[src/rtl/alu_ctrl_issue.sv]
// ============================================================================
// Module   : alu_ctrl_issue
// Brief    : ALUControl decode and ID/EX issue stage with a 2-entry skid buffer
// Revision : 1.0 - initial release
// ============================================================================
`default_nettype none

module alu_ctrl_issue #(
  parameter int DATA_W = 32,
  parameter int TAG_W  = 5
) (
  input  logic              clk,
  input  logic              reset,
  input  logic              in_valid,
  output logic              in_ready,
  input  logic [1:0]        ALUOp,
  input  logic [2:0]        funct3,
  input  logic              funct7b5,
  input  logic [DATA_W-1:0] in_srca,
  input  logic [DATA_W-1:0] in_srcb,
  input  logic [TAG_W-1:0]  in_rd,
  input  logic              flush,
  output logic              out_valid,
  input  logic              out_ready,
  output logic [3:0]        ALUControl,
  output logic [DATA_W-1:0] out_srca,
  output logic [DATA_W-1:0] out_srcb,
  output logic [TAG_W-1:0]  out_rd,
  output logic              IllegalOp
);

  localparam logic [3:0] c_ALU_AND  = 4'b0000;
  localparam logic [3:0] c_ALU_OR   = 4'b0001;
  localparam logic [3:0] c_ALU_ADD  = 4'b0010;
  localparam logic [3:0] c_ALU_SUB  = 4'b0110;
  localparam logic [3:0] c_ALU_SLT  = 4'b0111;
  localparam logic [3:0] c_ALU_SLTU = 4'b1000;
  localparam logic [3:0] c_ALU_XOR  = 4'b1001;
  localparam logic [3:0] c_ALU_SLL  = 4'b1010;
  localparam logic [3:0] c_ALU_SRL  = 4'b1011;
  localparam logic [3:0] c_ALU_SRA  = 4'b1100;

  typedef enum logic [1:0] {
    S_EMPTY = 2'd0,
    S_ONE   = 2'd1,
    S_TWO   = 2'd2
  } state_t;

  state_t r_state;
  state_t w_state_nxt;

  logic [3:0]        w_ctrl;
  logic              w_ill;
  logic              w_accept;
  logic              w_load_main_in;
  logic              w_load_main_skid;
  logic              w_load_skid;

  logic [3:0]        r_m_ctrl, r_s_ctrl;
  logic              r_m_ill,  r_s_ill;
  logic [DATA_W-1:0] r_m_srca, r_s_srca;
  logic [DATA_W-1:0] r_m_srcb, r_s_srcb;
  logic [TAG_W-1:0]  r_m_rd,   r_s_rd;

  // Combinational decode of the incoming op
  always_comb begin
    w_ctrl = c_ALU_ADD;
    w_ill  = 1'b0;
    case (ALUOp)
      2'b00: w_ctrl = c_ALU_ADD;
      2'b01: begin
        case (funct3)
          3'b000, 3'b001: w_ctrl = c_ALU_SUB;
          3'b100, 3'b101: w_ctrl = c_ALU_SLT;
          3'b110, 3'b111: w_ctrl = c_ALU_SLTU;
          default: begin
            w_ctrl = c_ALU_ADD;
            w_ill  = 1'b1;
          end
        endcase
      end
      default: begin
        case (funct3)
          3'b000:  w_ctrl = (ALUOp == 2'b10 && funct7b5) ? c_ALU_SUB : c_ALU_ADD;
          3'b001:  w_ctrl = c_ALU_SLL;
          3'b010:  w_ctrl = c_ALU_SLT;
          3'b011:  w_ctrl = c_ALU_SLTU;
          3'b100:  w_ctrl = c_ALU_XOR;
          3'b101:  w_ctrl = funct7b5 ? c_ALU_SRA : c_ALU_SRL;
          3'b110:  w_ctrl = c_ALU_OR;
          default: w_ctrl = c_ALU_AND;
        endcase
        // funct7b5 is only meaningful on R-type ADD/SUB and shifts
        if (ALUOp == 2'b10 && funct7b5 && funct3 != 3'b000 && funct3 != 3'b101) begin
          w_ctrl = c_ALU_ADD;
          w_ill  = 1'b1;
        end
      end
    endcase
  end

  assign in_ready  = (r_state != S_TWO);
  assign out_valid = (r_state != S_EMPTY);
  assign w_accept  = in_valid && in_ready;

  always_comb begin
    w_state_nxt      = r_state;
    w_load_main_in   = 1'b0;
    w_load_main_skid = 1'b0;
    w_load_skid      = 1'b0;
    if (flush) begin
      w_state_nxt = S_EMPTY;
    end else begin
      case (r_state)
        S_EMPTY: begin
          if (w_accept) begin
            w_state_nxt    = S_ONE;
            w_load_main_in = 1'b1;
          end
        end
        S_ONE: begin
          if (w_accept && out_ready) begin
            w_load_main_in = 1'b1;
          end else if (w_accept) begin
            w_state_nxt = S_TWO;
            w_load_skid = 1'b1;
          end else if (out_ready) begin
            w_state_nxt = S_EMPTY;
          end
        end
        S_TWO: begin
          if (out_ready) begin
            w_state_nxt      = S_ONE;
            w_load_main_skid = 1'b1;
          end
        end
        default: w_state_nxt = S_EMPTY;
      endcase
    end
  end

  always_ff @(posedge clk) begin
    if (reset) begin
      r_state <= S_EMPTY;
    end else begin
      r_state <= w_state_nxt;
    end
  end

  always_ff @(posedge clk) begin
    if (reset) begin
      r_m_ctrl <= '0;
      r_m_ill  <= 1'b0;
      r_m_srca <= '0;
      r_m_srcb <= '0;
      r_m_rd   <= '0;
    end else if (w_load_main_in) begin
      r_m_ctrl <= w_ctrl;
      r_m_ill  <= w_ill;
      r_m_srca <= in_srca;
      r_m_srcb <= in_srcb;
      r_m_rd   <= in_rd;
    end else if (w_load_main_skid) begin
      r_m_ctrl <= r_s_ctrl;
      r_m_ill  <= r_s_ill;
      r_m_srca <= r_s_srca;
      r_m_srcb <= r_s_srcb;
      r_m_rd   <= r_s_rd;
    end
  end

  always_ff @(posedge clk) begin
    if (reset) begin
      r_s_ctrl <= '0;
      r_s_ill  <= 1'b0;
      r_s_srca <= '0;
      r_s_srcb <= '0;
      r_s_rd   <= '0;
    end else if (w_load_skid) begin
      r_s_ctrl <= w_ctrl;
      r_s_ill  <= w_ill;
      r_s_srca <= in_srca;
      r_s_srcb <= in_srcb;
      r_s_rd   <= in_rd;
    end
  end

  assign ALUControl = r_m_ctrl;
  assign IllegalOp  = r_m_ill;
  assign out_srca   = r_m_srca;
  assign out_srcb   = r_m_srcb;
  assign out_rd     = r_m_rd;

endmodule

`default_nettype wire
[config.mk]
export PLATFORM = sky130hd
export DESIGN_NAME = alu_ctrl_issue
export DESIGN_NICKNAME = d
export VERILOG_FILES = /design/src/rtl/alu_ctrl_issue.sv
export SDC_FILE = /design/constraint.sdc
export NUM_CORES = 1
export LEC_CHECK = 0
export CAP_MARGIN = 20
export CORE_UTILIZATION = 50
export DETAILED_ROUTE_END_ITERATION = 10
export PLACE_DENSITY = 0.83
export SETUP_SLACK_MARGIN = 0.02
export SLEW_MARGIN = 0
export SYNTH_ARGS = -nofsm -noshare
export SYNTH_HDL_FRONTEND = slang
export SYNTH_SLANG_ARGS = --single-unit
[constraint.sdc]
create_clock -name clk -period 3.16 [get_ports clk]
set_input_delay 0.632 -clock clk [delete_from_list [all_inputs] [get_ports clk]]
set_output_delay 0.632 -clock clk [all_outputs]
set_load 0.02 [all_outputs]
# After elaboration in Yosys (flattened, before gate mapping)
# Index checks and enable logic that the tools add are counted.
[classes]
eq_ne = 17
reduce_logical = 17
mux = 35
[op_table]
columns = ["operator", "n"]
rows = [
  ["$mux W32", 4],
  ["$pmux W4 S7", 1],
  ["$mux W1", 13],
  ["$eq A3 B3 Y1 const B", 4],
  ["$mux W4", 3],
  ["$pmux W4 S3", 1],
  ["$mux W2", 5],
  ["$mux W5", 2],
  ["$ne A2 B2 Y1 const B", 4],
  ["$pmux W4 S2", 1],
  ["$reduce_or A2 Y1", 4],
  ["$eq A3 B2 Y1 const B", 2],
  ["$mux W3", 2],
  ["$ne A3 B3 Y1 const B", 2],
  ["$pmux W2 S3", 1],
  ["$reduce_or A6 Y1", 1],
  ["$logic_and A1 B1 Y1", 5],
  ["$eq A2 B1 Y1 const B", 2],
  ["$eq A2 B2 Y1 const B", 2],
  ["$logic_not A2 Y1", 2],
  ["$pmux W1 S2", 2],
  ["$reduce_and A4 Y1", 1],
  ["$reduce_bool A2 Y1", 2],
  ["$eq A3 B1 Y1 const B", 1],
  ["other kinds (2)", 2],
]
[totals]
word_cells = 80
reg_bits = 150
output_inout_bits = 76
in_bits = 80

# Depth between registers and ports, before layout
# Gate-level depths: netlist (run 1).
[logic_depth]
depth_word = 7
mapped_depth = 6

# Least setup slack after synthesis (run 1)
# OpenSTA, ideal clock, no wires.
[synth_path]
path_kind = "input-to-reg"
from = "in out_ready"
to = "reg r_m_ctrl[1] (netlist: ALUControl[1])"
required_ns = 3.028
cell_stages = 5
setup_slack_ns = 1.542
t_arrival_ns = 1.485
cell_sequence = "nor4bb_1 > buf_2 > buf_6 > mux2i_1 > o32ai_2"
[synth_via]
elab_chain_cells = 5
elab_cells_between_ends = 9
[synth_lines]
columns = ["element", "line", "rtl"]
rows = [
  ["from (decl)", "24", "input logic out_ready,"],
  ["$logic_and A1 B1 Y1", "122", "if (w_accept && out_ready) begin"],
  ["$mux W1", "122", ""],
  ["$pmux W1 S2", "114", "case (r_state)"],
  ["$mux W1", "111", "if (flush) begin"],
  ["$mux W4 or $reduce_bool A2 Y1 (tied branches)", "n/a", ""],
  ["to (signal assigned)", "158", "r_m_ctrl <= w_ctrl;"],
  ["to (signal assigned)", "164", "r_m_ctrl <= r_s_ctrl;"],
  ["to (decl)", "59", "logic [3:0] r_m_ctrl, r_s_ctrl;"],
]
# Parallel ways exist; a longest one is shown, timed or not.
# A chain may end at the register's enable or synchronous reset.

# Worst setup path after layout (run 1)
[layout_path]
from = "reg r_state[0]"
to = "out in_ready"
[layout_via]
elab_chain_cells = 1
[layout_lines]
columns = ["element", "line", "rtl"]
rows = [
  ["from (decl)", "49", "state_t r_state;"],
  ["from (signal assigned)", "146", "r_state <= w_state_nxt;"],
  ["$ne A2 B2 Y1", "102", "assign in_ready = (r_state != S_TWO);"],
  ["to (decl)", "15", "output logic in_ready,"],
]
# Every way passes these cells.

==> flow_metrics.env, run 1 <==
export IMPL_outcome="completed"
export IMPL_synthesis_area_sq_mm=0.00579
export IMPL_maxSlewHeadroom_pct=55.4
export IMPL_wl_per_cell_um=15.8
export IMPL_vias_per_cell=5.63
export IMPL_leakage_nw=2.73
export IMPL_rsz0062_at_grt="no"
export IMPL_finalCritPeriodShare_pct=72.6
export IMPL_antenna_cells_inserted=0
export IMPL_drv_slew=0
export IMPL_worstRegToRegCells=4
export IMPL_via_count=5502
export IMPL_drtIter0Drc=417
export IMPL_hold_start="out_srca[2]"
export IMPL_synth_seq_area_share_pct=51.8
export IMPL_cts_resized=0
export IMPL_crit_required_ns=2.53
export IMPL_r2r_start="r_state[1]"
export IMPL_clkTransAtPathRegs_ns=0.06
export IMPL_syn_to_final_growth_pct=38.5
export IMPL_post_cts_buffers=0
export IMPL_maxCapViolCount=0
export IMPL_crit_arrival_ns=1.66
export IMPL_post_route_drc_count=0
export IMPL_cts_path_max_buffers=2
export IMPL_fin_skew_ns=0.00629
export IMPL_fin_setup_tns_ns=0
export IMPL_chipWidth_um=110
export IMPL_ff2ff_setup_slack_ns=1.42
export IMPL_worstPathMaxFanout=7
export IMPL_hpwl_um=9850
export IMPL_htree_levels=4
export IMPL_worst_pin_slew_ns=0.670
export IMPL_final_setup_viol_count=0
export IMPL_die_y_um=110
export IMPL_io_pins=156
export IMPL_syn_inst=695
export IMPL_postCtsHoldBufs=0
export IMPL_ys_ff_latch=150
export IMPL_yosysTopAreaCellShare_pct=51.8
export IMPL_worstSetupPathType="reg2out"
export IMPL_hold_path_depth=2
export IMPL_yosys_warnings=0
export IMPL_critPathCaptureType="output port"
export IMPL_cts_buffers=17
export IMPL_overflow=0
export IMPL_ys_top_cells_by_area="dfxtp_1, nand2_1, a21oi_1"
export IMPL_clock_latency_ns=0.42
export IMPL_grt_pass1_vias=5227
export IMPL_hold_viol=0
export IMPL_drive_gt1_share_pct=6.45
export IMPL_clock_fmax_mhz=436
export IMPL_startpoint_type="flop"
export IMPL_yosys_area_top_type="dfxtp_1"
export IMPL_synth_cell_types=41
export IMPL_cts_sinks=150
export IMPL_final_common_cell="nand2_1"
export IMPL_rows=38
export IMPL_grt_pass1_wl_um=24200
export IMPL_ir_drop_mv=0.404
export IMPL_dr_pass1_iters=5
export IMPL_worstReg2RegEnd="r_s_ctrl[1]"
export IMPL_core_region_area_sq_mm=0.0111
export IMPL_antenna_found_initial=0
export IMPL_initial_core_util_pct=52.3
export IMPL_place_congestion=0.799
export IMPL_wl_um=15500
export IMPL_mostFrequentLayoutCells="nand2_1, clkdlybuf4s50_1, dfxtp_1, a21oi_1, a22oi_1"
export IMPL_synth_nets=775
export IMPL_port_buffers=155
export IMPL_grt_use_total_pct=26.2
export IMPL_dieArea_sq_mm=0.0120
export IMPL_avgSynthCellArea_sq_um=8.34
export IMPL_fillers=829
export IMPL_finalCriticalPeriod_ns=2.30
export IMPL_holdPathEnd="out_srca[2]"
export IMPL_antenna_left=0
export IMPL_cts_tree="yes"
export IMPL_ctsRootBufferMaster="clkbuf_16"
export IMPL_hold_class="reg2reg"
export IMPL_final_nets=905
export IMPL_power_density_mw_per_mm2=565
export IMPL_whs_ns=0.454
export IMPL_grt_max_degree=73
[cell usage after synthesis]
cell type and count:
xor2_1 1, buf_2 14, dfxtp_1 150, mux2i_1 2
or3b_1 1, o21ai_0 1, o22ai_1 1, nor2b_1 5
o41ai_1 1, a22oi_1 70, inv_1 2, buf_6 7
nand3b_1 1, buf_4 5, nand2_1 211, nor3_2 1
nor2b_2 1, nand2b_1 8, o21ai_1 1, a211oi_1 7
a21oi_2 1, a2111oi_0 1, o21a_1 2, and3_1 1
o32ai_2 1, nand4b_1 1, o22a_1 1, a31oi_1 1
clkbuf_1 32, nor3b_1 2, o2bb2ai_1 1, or2_2 1
a21boi_0 1, nor4bb_1 1, nor3_1 3, a21oi_1 144
nor2_1 6, and3b_1 1, a311oi_1 2, nor3_4 1
and4b_1 1
[cell families after synthesis]
kind of cell | share of synthesized area, %
AO/OA/AOI/OAI | 24.5
AND/OR/NAND/NOR | 17.7
buffers and inverters | 5.42
multiplexers | 0.346
flip-flops | 51.8
XOR/XNOR | 0.151
[cell type report]
| cell class | instances | area [sq um] | area share [%] |
|---|---|---|---|
| clock buffer | 22 | 494 | 6.16 |
| clock inverter | 9 | 123 | 1.53 |
| inverter | 2 | 7.51 | 0.0935 |
| multi-input combinational | 485 | 2510 | 31.3 |
| sequential | 150 | 3000 | 37.4 |
| tap | 140 | 175 | 2.18 |
| timing repair buffer | 169 | 1720 | 21.4 |
[sequential cells by signal, summed over array words and instances (netlist names)]
signal	flops
IllegalOp	1
r_s_srcb	32
out_rd	5
out_srcb	32
out_srca	32
r_s_rd	5
r_s_ill	1
ALUControl	4
r_state	2
r_s_srca	32
r_s_ctrl	4
[power breakdown]
| group | total [W] | switching, W | internal [W] | leakage (nW) |
|---|---|---|---|---|
| clock | 0.00208 | 0.000746 | 0.00133 | 0.308 |
| sequential | 0.00198 | 0.0000317 | 0.00195 | 1.22 |
| combinational | 0.000475 | 0.000243 | 0.000232 | 1.20 |
| total | 0.00453 | 0.00102 | 0.00351 | 2.73 |
[worst max-delay path, stage by stage (launching register included)]
cell and delay (ns):
dfxtp_1 0.47, nand2b_1 0.17, clkdlybuf4s50_1 0.61
[per-stage QoR]
step                instance area, sq um  setup WS [ns]  std cells  util [%]  total power (W)
global route                        8030          0.784        977      72.5          0.00468
floorplan                           5790           1.54        695         -          0.00223
CTS                                 8030          0.849        977      72.5          0.00456
finish                              8030          0.864        977      72.5          0.00453
global placement                    7410          0.612        946      66.9          0.00248
detailed placement                  7410          0.511        946      66.9          0.00249
[layer usage]
layer | routed length (um) | global-route usage (%) | vias to the layer above
met5 | 0 | 0 | -
met2 | 7990 | 45.6 | 207
met1 | 6210 | 30.0 | 2613
li1 | - | - | 2659
met4 | 246 | 11.1 | 0
met3 | 1030 | 7.35 | 23
[how the worst max path moves through the flow]
stage | slack (ns) | endpoint | cells past startpoint | startpoint
global placement | 0.61 | r_s_ill | 6 | flush
CTS | 0.85 | in_ready | 2 | r_state[0]
finish | 0.86 | in_ready | 2 | r_state[0]
detailed placement | 0.51 | r_s_ctrl[1] | 5 | flush
floorplan | 1.54 | ALUControl[1] | 5 | out_ready
global route | 0.78 | in_ready | 2 | r_state[0]
(Power assumes the default switching activity.)
==> run 2, diff against run 1 <==
--- a/config.mk
+++ b/config.mk
@@ -6,9 +6,9 @@
 export NUM_CORES = 1
 export LEC_CHECK = 0
 export CAP_MARGIN = 20
-export CORE_UTILIZATION = 50
+export CORE_UTILIZATION = 43
 export DETAILED_ROUTE_END_ITERATION = 10
-export PLACE_DENSITY = 0.83
+export PLACE_DENSITY = 0.76
 export SETUP_SLACK_MARGIN = 0.02
 export SLEW_MARGIN = 0
 export SYNTH_ARGS = -nofsm -noshare
==> constraint.sdc (replaced) <==
create_clock -name clk -period 2.1 [get_ports clk]
set_input_delay 0.42 -clock clk [delete_from_list [all_inputs] [get_ports clk]]
set_output_delay 0.42 -clock clk [all_outputs]
set_load 0.02 [all_outputs]
==> run 2 against run 1 <==
  * Non-clock buffer count grew 13
  * Sequential power rose by 51%
  * Die area increased by 16%
  * Largest power group is now sequential cells
  * Hold slack worse by 0.058 ns
  * First-iteration DRC count rose by 8.6%
  * Sequential share of layout area is 0.45 points lower
  * Worst setup slack worse by 0.76 ns
  * Design area increased by 1.3%
  * Largest cell class unchanged
  * Critical endpoint unchanged
  * Critical path type unchanged
==> flow_metrics.env, run 2 (synthesized netlist as in run 1, its figures left out) <==
export IMPL_startpoint_type="flop"
export IMPL_drtIter0Drc=453
export IMPL_cts_path_max_buffers=2
export IMPL_antenna_left=0
export IMPL_wl_um=15200
export IMPL_hold_start="reset"
export IMPL_syn_to_final_growth_pct=40.3
export IMPL_rsz0062_at_grt="no"
export IMPL_worstRegToRegCells=5
export IMPL_antenna_cells_inserted=0
export IMPL_ctsRootBufferMaster="clkbuf_16"
export IMPL_timing_critical_path_slowest_cell_delay_ns=0.61
export IMPL_maxCapViolCount=0
export IMPL_final_common_cell="nand2_1"
export IMPL_vias_per_cell=5.37
export IMPL_cts_tree="yes"
export IMPL_final_nets=918
export IMPL_chipWidth_um=118
export IMPL_crit_required_ns=1.68
export IMPL_crit_arrival_ns=1.57
export IMPL_core_region_area_sq_mm=0.0132
export IMPL_antenna_found_initial=0
export IMPL_clock_latency_ns=0.41
export IMPL_finalCritPeriodShare_pct=94.9
export IMPL_place_congestion=0.817
export IMPL_power_total_w=0.00645
export IMPL_grt_pass1_vias=5291
export IMPL_fin_skew_ns=0.00787
export IMPL_grt_pass1_wl_um=25000
export IMPL_worstPathMaxFanout=7
export IMPL_clkTransAtPathRegs_ns=0.06
export IMPL_worstReg2RegEnd="out_srca[8]"
export IMPL_io_pins=156
export IMPL_cts_sinks=150
export IMPL_initial_core_util_pct=43.9
export IMPL_hold_viol=0
export IMPL_instances_no_fill=1022
export IMPL_hold_path_depth=2
export IMPL_whs_ns=0.397
export IMPL_worstPathCellList="nand2b_1 > clkdlybuf4s50_1"
export IMPL_overflow=0
export IMPL_port_buffers=155
export IMPL_power_density_mw_per_mm2=793
export IMPL_ir_drop_mv=0.373
export IMPL_dieArea_sq_mm=0.0139
export IMPL_clock_fmax_mhz=502
export IMPL_htree_levels=4
export IMPL_maxSlewHeadroom_pct=74.2
export IMPL_wl_per_cell_um=14.9
export IMPL_grt_use_total_pct=22.4
export IMPL_place_area_sq_mm=0.00760
export IMPL_mostFrequentLayoutCells="nand2_1, clkdlybuf4s50_1, dfxtp_1, a21oi_1, a22oi_1"
export IMPL_leakage_nw=2.77
export IMPL_r2r_start="r_state[1]"
export IMPL_worstSetupPathType="reg2out"
export IMPL_ff2ff_setup_slack_ns=0.51
export IMPL_final_setup_viol_count=0
export IMPL_fin_area_sq_mm=0.00813
export IMPL_holdPathEnd="r_s_srca[14]"
export IMPL_via_count=5488
export IMPL_die_y_um=118
export IMPL_worst_pin_slew_ns=0.387
export IMPL_post_route_drc_count=0
export IMPL_rows=42
export IMPL_hpwl_um=10300
export IMPL_critPathCaptureType="output port"
export IMPL_placedCellCount=995
export IMPL_drive_gt1_share_pct=7.45
export IMPL_outcome="completed"
export IMPL_grt_max_degree=61
export IMPL_cts_buffers=17
export IMPL_dr_pass1_iters=4
export IMPL_worst_path_max_delay_cell="clkdlybuf4s50_1"
export IMPL_finalCriticalPeriod_ns=1.99
export IMPL_fin_util_pct=61.6
export IMPL_drv_slew=0
export IMPL_hold_class="in2reg"
-- run 2: area by class of cell --
class / count / area, sq um
clock buffer: 21 / 470
clock inverter: 6 / 55.1
fill: 1100 / 5060
inverter: 2 / 7.51
multi-input combinational: 485 / 2510
sequential: 150 / 3000
tap: 176 / 220
timing repair buffer: 182 / 1860
-- run 2: how the worst max path moves through the flow --
stage	start	end	slack [ns]	cells after the start
global placement	out_ready	out_srcb[29]	-0.001	5
finish	r_state[0]	in_ready	0.11	2
CTS	r_state[0]	in_ready	0.08	2
detailed placement	out_ready	out_srcb[2]	-0.09	5
floorplan	out_ready	ALUControl[1]	0.69	5
global route	r_state[0]	in_ready	0.04	2
-- run 2: per-stage QoR --
| step | TNS, ns | setup slack [ns] |
|---|---|---|
| floorplan | 0 | 0.694 |
| global placement | -0.00105 | -0.00105 |
| detailed placement | -3.71 | -0.0946 |
| CTS | 0 | 0.0844 |
| global route | 0 | 0.0438 |
| finish | 0 | 0.107 |
-- run 2: what timing repair did --
action,4_1_cts,5_1_grt
hold buffers,0,0
setup buffers,0,0
gates resized for setup,2,0
setup endpoints to repair,2,0
-- run 2: report_power, final --
group	switching, W	total, W	internal [W]
sequential	0.0000476	0.00298	0.00293
clock	0.00106	0.00273	0.00168
combinational	0.000366	0.000732	0.000366
total	0.00147	0.00645	0.00497
-- run 2: layer usage --
metal / vias up / share of wire (%) / global-route usage, %
met1: 2593 / 43 / 26.5
met4: 0 / 1.5 / 8.73
li1: 2686 / - / -
met5: - / 0 / 0
met2: 192 / 49 / 38.3
met3: 17 / 6.3 / 6.10
-- run 2: worst max-delay path: cells and delay by family, from the launching register on --
kind,cells,cell delay (ns)
AND/OR/NAND/NOR,1,0.16
flip-flops,1,0.39
buffers and inverters,1,0.61
==> run 3, diff against run 2 <==
--- a/config.mk
+++ b/config.mk
@@ -6,6 +6,7 @@
 export NUM_CORES = 1
 export LEC_CHECK = 0
 export CAP_MARGIN = 20
+export CORE_MARGIN = 5
 export CORE_UTILIZATION = 43
 export DETAILED_ROUTE_END_ITERATION = 10
 export PLACE_DENSITY = 0.76
==> run 3 against run 2 <==
  * Sequential share of layout area decreased by 0.67 points
  * Register-to-register slack better by 0.02 ns
  * Non-clock buffer count rose by 4
  * Final cell count up 0.88%
  * Flip-flop and latch count unchanged
  * Utilization is 0.89 points higher
  * Clock-buffer cell count rose by 5
  * Wire length grew 4.7%
  * First-iteration DRC count is 5.5% higher
  * Clock power grew 17%
  * Clock skew rose by 0.0063 ns
  * Global-route usage down 2.2 points
==> flow_metrics.env, run 3 (synthesized netlist as in run 1, its figures left out) <==
export IMPL_intPower_w=0.00536
export IMPL_seqPwrFrac_pct=43.2
export IMPL_io_pins=156
export IMPL_placedCellCount=999
export IMPL_r2r_start="r_state[1]"
export IMPL_cts_tree="yes"
export IMPL_overflow=0
export IMPL_grt_pass1_vias=5417
export IMPL_wl_um=16000
export IMPL_endpoint="out_valid"
export IMPL_dieArea_sq_mm=0.0159
export IMPL_finalCriticalPeriod_ns=1.86
export IMPL_cts_resized=2
export IMPL_place_congestion=0.760
export IMPL_fillers=1119
export IMPL_dr_pass1_iters=5
export IMPL_drtIter0Drc=478
export IMPL_fin_area_sq_mm=0.00828
export IMPL_fin_skew_ns=0.0142
export IMPL_clock_fmax_mhz=538
export IMPL_antenna_left=0
export IMPL_final_nets=922
export IMPL_rsz0062_at_grt="no"
export IMPL_instances_no_fill=1031
export IMPL_maxCapViolCount=0
export IMPL_antenna_found_initial=0
export IMPL_die_y_um=126
export IMPL_drv_slew=0
export IMPL_leakage_nw=2.83
export IMPL_chipWidth_um=126
export IMPL_port_buffers=155
export IMPL_antenna_cells_inserted=0
export IMPL_hold_viol=0
export IMPL_critPathCaptureType="output port"
export IMPL_outcome="completed"
export IMPL_vias_per_cell=5.31
export IMPL_hold_class="in2reg"
export IMPL_power_density_mw_per_mm2=833
export IMPL_postCtsHoldBufs=0
export IMPL_grt_use_total_pct=20.1
export IMPL_initial_core_util_pct=43.8
export IMPL_grt_pass1_wl_um=26300
export IMPL_ff2ff_setup_slack_ns=0.53
export IMPL_power_frac_clock_pct=46.2
export IMPL_post_cts_buffers=0
export IMPL_via_count=5479
export IMPL_place_area_sq_mm=0.00765
export IMPL_final_common_cell="nand2_1"
export IMPL_mostFrequentLayoutCells="nand2_1, clkdlybuf4s50_1, dfxtp_1, a21oi_1, a22oi_1"
export IMPL_fin_setup_tns_ns=0
export IMPL_wl_per_cell_um=15.5
export IMPL_clkTransAtPathRegs_ns=0.06
export IMPL_crit_required_ns=1.68
export IMPL_startpoint_type="flop"
export IMPL_cts_path_max_buffers=2
export IMPL_core_region_area_sq_mm=0.0132
export IMPL_htree_levels=4
export IMPL_rows=42
export IMPL_worst_pin_slew_ns=0.385
export IMPL_syn_to_final_growth_pct=42.9
export IMPL_post_route_drc_count=0
export IMPL_worstReg2RegEnd="out_srcb[21]"
export IMPL_p_sw_share_pct=22.3
export IMPL_cts_sinks=150
export IMPL_crit_start="r_state[1]"
export IMPL_drive_gt1_share_pct=8.19
export IMPL_worstPathMaxFanout=8
export IMPL_p_switching_w=0.00154
export IMPL_ctsRootBufferMaster="clkbuf_16"
export IMPL_ir_drop_mv=0.569
export IMPL_worstSetupPathType="reg2out"
export IMPL_clock_latency_ns=0.42
export IMPL_finalCritPeriodShare_pct=88.5
export IMPL_worstRegToRegCells=5
export IMPL_crit_arrival_ns=1.44
export IMPL_hpwl_um=10900
export IMPL_maxSlewHeadroom_pct=73.7
export IMPL_cts_buffers=17
export IMPL_combPwrFrac_pct=10.6
export IMPL_grt_max_degree=64
export IMPL_final_setup_viol_count=0
## run 3: changes by cell type in the layout (fill, tap and decap cells not counted), moves of 2 or more
cell,before,now
buf_4,19,22
clkinv_2,5,1
clkbuf_8,3,6
clkbuf_1,1,3
bufinv_16,1,3
## run 3: area by class of cell
class | instances | area, sq um | area share, %
sequential | 150 | 3000 | 36.3
multi-input combinational | 485 | 2510 | 30.3
timing repair buffer | 186 | 1910 | 23.0
clock buffer | 26 | 519 | 6.27
tap | 176 | 220 | 2.66
clock inverter | 6 | 111 | 1.35
inverter | 2 | 7.51 | 0.0907
## run 3: power groups by stage
stage               registers (W)  clock network, W  logic [W]
detailed placement        0.00304                 0   0.000735
global placement          0.00304                 0   0.000721
CTS                       0.00298           0.00325   0.000737
finish                    0.00298           0.00319   0.000734
global route              0.00299           0.00340   0.000790
floorplan                 0.00312                 0   0.000242
## run 3: worst min-delay path by stage
| stage | cells past startpoint | slack (ns) | end | startpoint |
|---|---|---|---|---|
| final | 2 | 0.42 | out_srca[18] | reset |
| after detailed placement | 2 | 0.45 | r_s_srca[15] | r_s_srca[15] |
| after floorplan | 2 | 0.44 | r_s_rd[0] | r_s_rd[0] |
| after global routing | 2 | 0.42 | r_s_srca[15] | reset |
| after global placement | 2 | 0.44 | r_s_srca[3] | r_s_srca[3] |
| after CTS | 2 | 0.40 | out_srca[18] | reset |
## run 3: routing by layer
layer,GRT usage (%),vias up,routed length [um]
li1,-,2701,-
met1,24.4,2562,6840
met2,33.6,189,7910
met3,5.50,27,934
met4,8.71,0,282
met5,0,-,0
## run 3: critical path: stages (launching register included)
cell and delay (ns):
dfxtp_1 0.37, or2_2 0.33, dlygate4sd2_1 0.33
## run 3: stage by stage
stage / util [%] / power (W) / worst slack [ns] / hold WS, ns
floorplan: - / 0.00336 / 0.694 / 0.437
global placement: 57.7 / 0.00376 / -0.0232 / 0.442
detailed placement: 57.7 / 0.00377 / -0.0944 / 0.447
CTS: 62.5 / 0.00696 / 0.0435 / 0.395
global route: 62.5 / 0.00717 / 0.193 / 0.423
finish: 62.5 / 0.00690 / 0.242 / 0.421
